File: config.mk
export PLATFORM = sky130hd
export DESIGN_NAME = cs_sequencer
export DESIGN_NICKNAME = d
export VERILOG_FILES = /design/src/rtl/cs_sequencer_pkg.sv /design/src/rtl/cs_sequencer_rr_picker.sv /design/src/rtl/cs_sequencer.sv
export SDC_FILE = /design/constraint.sdc
export NUM_CORES = 1
export LEC_CHECK = 0
export CAP_MARGIN = 10
export CORE_UTILIZATION = 51
export CTS_CLUSTER_DIAMETER = 100
export DETAILED_ROUTE_END_ITERATION = 8
export PLACE_DENSITY = 0.75
export REMOVE_ABC_BUFFERS = 1
export SLEW_MARGIN = 20
export SYNTH_ARGS = -nofsm -noshare
export SYNTH_HDL_FRONTEND = slang
export SYNTH_SLANG_ARGS = --single-unit
File: constraint.sdc
create_clock -name clk -period 3.1 [get_ports clk]
set_clock_uncertainty 0.15 [all_clocks]
set_input_delay 0.775 -clock clk [delete_from_list [all_inputs] [get_ports clk]]
set_output_delay 0.775 -clock clk [all_outputs]
set_load 0.01 [all_outputs]
File: src/rtl/cs_sequencer_pkg.sv
// Purpose: shared types and constants for the chip-select sequencer.
// Latency: n/a (declarations only).
// Backpressure: n/a.
package cs_sequencer_pkg;

    localparam int N_REQ = 8;
    localparam int SEL_W = 3;

    typedef enum logic [1:0] {
        IDLE    = 2'd0,
        SETUP   = 2'd1,
        ACTIVE  = 2'd2,
        RECOVER = 2'd3
    } state_t;

    // Decoder enable triples, ordered {G1, G2A, G2B}.
    localparam logic [2:0] EN_ON  = 3'b100;
    localparam logic [2:0] EN_OFF = 3'b011;

endpackage

File: src/rtl/cs_sequencer_rr_picker.sv
// Purpose: round-robin search of req starting just after last, ascending with wrap.
// Latency: combinational.
// Backpressure: none; any flags a non-empty request vector.
// Ports: req[7:0] request vector, last[2:0] previous winner,
//        pick[2:0] first set bit after last, any = |req.
module rr_picker
    import cs_sequencer_pkg::*;
(
    input  logic [N_REQ-1:0] req,
    input  logic [SEL_W-1:0] last,
    output logic [SEL_W-1:0] pick,
    output logic             any
);

    logic             found;
    logic [SEL_W-1:0] idx;

    // Offsets 1..8 from last; offset 8 wraps back to last itself, so a sole
    // requester that just finished is still found.
    always_comb begin
        pick  = '0;
        found = 1'b0;
        idx   = '0;
        for (int k = 1; k <= N_REQ; k++) begin
            idx = last + SEL_W'(k);
            if (!found && req[idx]) begin
                pick  = idx;
                found = 1'b1;
            end
        end
    end

    assign any = |req;

endmodule

File: src/rtl/cs_sequencer.sv
// Purpose: round-robin chip-select sequencer driving a 3-to-8 active-low decoder.
// Latency: req sampled at E0 -> SETUP after E0 -> decoder enabled after E1.
// Backpressure: none; grants are bounded to HOLD_MAX enabled cycles, then one disabled cycle.
// Ports: clk, rst (sync, active-high), req[7:0];
//        G1/G2A/G2B decoder enables, C/B/A decoder select (C = MSB),
//        gnt_valid (decoder enabled), gnt_id[2:0] (= {C,B,A}).
module cs_sequencer
    import cs_sequencer_pkg::*;
#(
    parameter int HOLD_MAX = 4
) (
    input  logic             clk,
    input  logic             rst,
    input  logic [N_REQ-1:0] req,
    output logic             G1,
    output logic             G2A,
    output logic             G2B,
    output logic             C,
    output logic             B,
    output logic             A,
    output logic             gnt_valid,
    output logic [SEL_W-1:0] gnt_id
);

    localparam int                CNT_W    = $clog2(HOLD_MAX + 1);
    localparam logic [CNT_W-1:0]  CNT_LAST = CNT_W'(HOLD_MAX - 1);

    state_t           state, state_nxt;
    logic [SEL_W-1:0] id, id_nxt;
    logic [SEL_W-1:0] last, last_nxt;
    logic [CNT_W-1:0] cnt, cnt_nxt;
    logic [SEL_W-1:0] pick;
    logic             any;

    rr_picker u_picker (
        .req  (req),
        .last (last),
        .pick (pick),
        .any  (any)
    );

    always_ff @(posedge clk) begin
        if (rst) begin
            state <= IDLE;
            id    <= '0;
            last  <= SEL_W'(N_REQ - 1);
            cnt   <= '0;
        end else begin
            state <= state_nxt;
            id    <= id_nxt;
            last  <= last_nxt;
            cnt   <= cnt_nxt;
        end
    end

    always_comb begin
        state_nxt = state;
        id_nxt    = id;
        last_nxt  = last;
        cnt_nxt   = cnt;
        case (state)
            IDLE: begin
                if (any) begin
                    id_nxt    = pick;
                    state_nxt = SETUP;
                end
            end
            SETUP: begin
                // A requester that vanished before enable is dropped without
                // advancing the round-robin pointer.
                if (req[id]) begin
                    cnt_nxt   = '0;
                    state_nxt = ACTIVE;
                end else begin
                    state_nxt = IDLE;
                end
            end
            ACTIVE: begin
                cnt_nxt = cnt + 1'b1;
                if (!req[id] || cnt == CNT_LAST) begin
                    last_nxt  = id;
                    state_nxt = RECOVER;
                end
            end
            RECOVER: begin
                // last already holds the id just served, so the picker
                // search starts after it.
                if (any) begin
                    id_nxt    = pick;
                    state_nxt = SETUP;
                end else begin
                    state_nxt = IDLE;
                end
            end
            default: state_nxt = IDLE;
        endcase
    end

    // Moore outputs: address follows id in every state; the decoder is only
    // enabled in ACTIVE, so the address is stable a full cycle either side.
    assign {G1, G2A, G2B} = (state == ACTIVE) ? EN_ON : EN_OFF;
    assign {C, B, A}      = id;
    assign gnt_id         = id;
    assign gnt_valid      = (state == ACTIVE);

endmodule
==> metrics.md <==
| Metric | Value |
|---|---|
| Initial Util | approximately 54% |
| Outcome | completed |
| Area Overhead vs Synth | 27.0% |
| Vias in the first global route | about 1600 |
| Core area | 3100 um^2 |
| Wire length per cell | 18.2 um |
| Post-Route WL | 4880 um |
| Yosys warns | 0 |
| Layout filler cell count | 260 |
| RSZ-0062 raised after global routing | yes |
| Clk slew on worst S/H paths | 0.08 ns |
| Type of the most critical hold path | reg -> reg |
| Crit path DAT | around 3.1 ns |
| Clock sinks | 11 |
| Pre-CTS setup slack | -0.336 ns |
| Max Root-Sink Buffers | 2 |
| First-pass GRT wire length | roughly 7500 um |
| Final net count | approximately 240 |
| Synth cell types | 48 |
| Gr usage total | roughly 28% |
| Non-filler instance count after layout | 268 |
| Seq/Total Area, Yosys | 13.0% |
| Finished Cell Area | 2140 um^2 |
| Top_reg_cell synth | dfxtp_1 |
| Initial antenna violation count | 0 |
| Core Util, Final | ~69% |
| Pre-Repair DR Iteration Count | 4 |
| Placed cells | between 200 and 300 |
| Maximum VDD drop | about 0.24 mV |
| Max_cap viols | 0 |
| Worst slew pin tran | 0.594 ns |
| Worst EP required | 3.11 ns |
| Final Max Tran Viols | 0 |
| Final setup vio count | 0 |
| DRC | 0 |
| Ant diodes | 0 |
| Root Buffer | clkbuf_4 |
| Crit path buf inv count | 1 |
| Pin count of the biggest net entering global routing | 15 |
| Initial DRC count | 124 |
| Final Critical Period | 3.07 ns |
| Post-route ant nets | 0 |
| Final Hold Fails | 0 |
| Placed Area | 2050 um^2 |
| Vias/cell | 6.51 |
| Pwr dens | 332 nW/um^2 |
| Cts bufs inserted | 3 |
| Setup tns final | 0 ns |
| Worst skew pair latency | 0.29 ns |
| Kind of critical path | in -> reg |
| Site Rows | 20 |
| Slack of the critical path | 0.0256 ns |
| Boundary Pins | 20 |
| CP top delay family | simple AND/OR/NAND/NOR gates |
| Crit-path cells | clkdlybuf4s50_1 -> mux2_4 -> mux4_2 -> or3_4 -> or4_4 -> o311ai_2 -> a31oi_1 |
| Static leakage | 0.855 nW |
| Critical Path Slowest Stage Cell | mux4_2 |
| CTS tree | done |
| Fmax | between 0.3 and 0.4 GHz |
| Min Hold Slack | between 0.3 and 0.4 ns |
| Yosys reg bits | 11 |
| Worst slew margin | 60.0% |
| Die area | 3550 um^2 |
| Post-Syn Area | 1690 um^2 |
| Die height | 59.6 um |
| IO Port Bufs | 19 |
| EDFF count, synth | 0 |
| Reg area | between 200 and 250 um^2 |
| Total power | approximately 0.71 mW |
| Mean post-synth cell area | 8.80 um^2 |
| Layout cells sized above 1 | 30.4% |
| Largest stage delay, worst path | around 0.53 ns |
| Total number of vias | roughly 1700 |
| Final Cycle Share | around 99% |
| CP Max Fanout | 3 |
| Routability cong. | between 0.9 and 1 |
| Area of the multi-input gates | 1360 um^2 |
| Fraction of registers with async set/reset | 0% |
| CP Launch Type | primary input |
| CP Capture Type | flip-flop |
| Hold-fix buffers, CTS | 0 |
| Final HPWL DP | 3500 um |
| H-Tree Depth | 1 |
| DIE WIDTH | 59.6 um |
| Syn Inst Count | 192 |
| Grt ovf | 0 |
synthesized netlist by cell type, types with 3 or more instances:
library cell,count,area (um^2)
nor4_1,4,25.0
nor2b_1,4,25.0
mux2_2,7,78.8
a21oi_1,13,65.1
buf_4,5,37.5
o21ai_0,6,30.0
clkbuf_1,10,37.5
nand3_1,5,25.0
o221ai_1,3,26.3
ha_1,9,113
o211ai_1,3,22.5
mux4_2,14,315
a31oi_1,3,18.8
dfxtp_1,11,220
nand2_1,10,37.5
inv_1,12,45.0
buf_1,4,15.0
nor2_1,11,41.3
a211oi_1,3,22.5
a2111oi_0,3,26.3
nor3b_1,3,22.5
a221oi_1,4,35.0
mux2i_1,11,110
nor3_1,4,20.0
path summary, 6_finish.rpt:
path                   startpoint                     end  slack, ns  depth (start not counted)
min           cnt[2]$_SDFFE_PP0P_     cnt[2]$_SDFFE_PP0P_       0.34                          2
max                        req[4]  gnt_id[1]$_SDFFE_PP0P_       0.03                          7
min reg2reg   cnt[2]$_SDFFE_PP0P_     cnt[2]$_SDFFE_PP0P_       0.34                          2
max reg2reg  last[1]$_SDFFE_PP1P_  gnt_id[0]$_SDFFE_PP0P_       0.11                         11
layer usage:
metal / routed length (um) / global-route usage (%) / up-vias / part of all wire (%)
met4: 110 / 11.3 / 0 / 2.3
li1: - / - / 792 / -
met3: 432 / 3.06 / 18 / 8.9
met2: 2500 / 44.9 / 115 / 51
met5: 0 / 0 / - / 0
met1: 1840 / 39.0 / 819 / 38
power by group:
part	switching (mW)	internal (mW)	leakage, nW	total (mW)
Combinational	0.216	0.213	0.750	0.429
Sequential	0.0235	0.156	0.0896	0.179
Clock	0.0544	0.0501	0.0150	0.104
cell usage in the layout, fill, tap and decap left out, types with 4 or more instances in the layout:
master and count:
clkdlybuf4s50_1 16, nand2_1 10, buf_4 27, nand3_1 5
ha_1 8, nor3_1 4, mux2i_1 10, mux4_2 14
o21ai_0 6, dfxtp_1 11, a21oi_1 13, a221oi_1 4
inv_1 12, nor2_1 11, mux2_2 6, nor2b_1 4
tightest hold or removal path: stages, from the launching register on:
cell,delay (ns)
dfxtp_1,0.33
a21oi_1,0.06
nor2_1,0.07
final cells by class:
type                    count  area share (%)
flip-flops and latches     11            10.3
clock buffers               4            1.23
inverters                  14            2.45
repair buffers             49            20.2
well taps                  44            2.57
multi-input cells         146            63.2
kinds of logic (layout without fill, tap and decap cells):
family          after synthesis  in the layout  synth area share [%]
flops                        11             11                  13.0
mux                          34             34                  31.4
compound gates               47             47                  19.1
fa+ha+maj                     9              9                  6.67
xor+xnor                      5              5                  3.04
simple gates                 51             51                  17.3
buf+inv                      35             67                  9.41
state kept, by name, indices dropped and copies added, names as in the netlist, named ones only:
name    flops
cnt         3
gnt_id      3
last        3
state       1
what timing repair did:
| item | in CTS | in global routing |
|---|---|---|
| pin swaps | 0 | 4 |
| resized for setup | 1 | 15 |
| setup buffers | 0 | 1 |
| gates cloned | 0 | 0 |
| setup endpoints to repair | 1 | 2 |
Note: power is estimated with default switching activity, not from simulation.
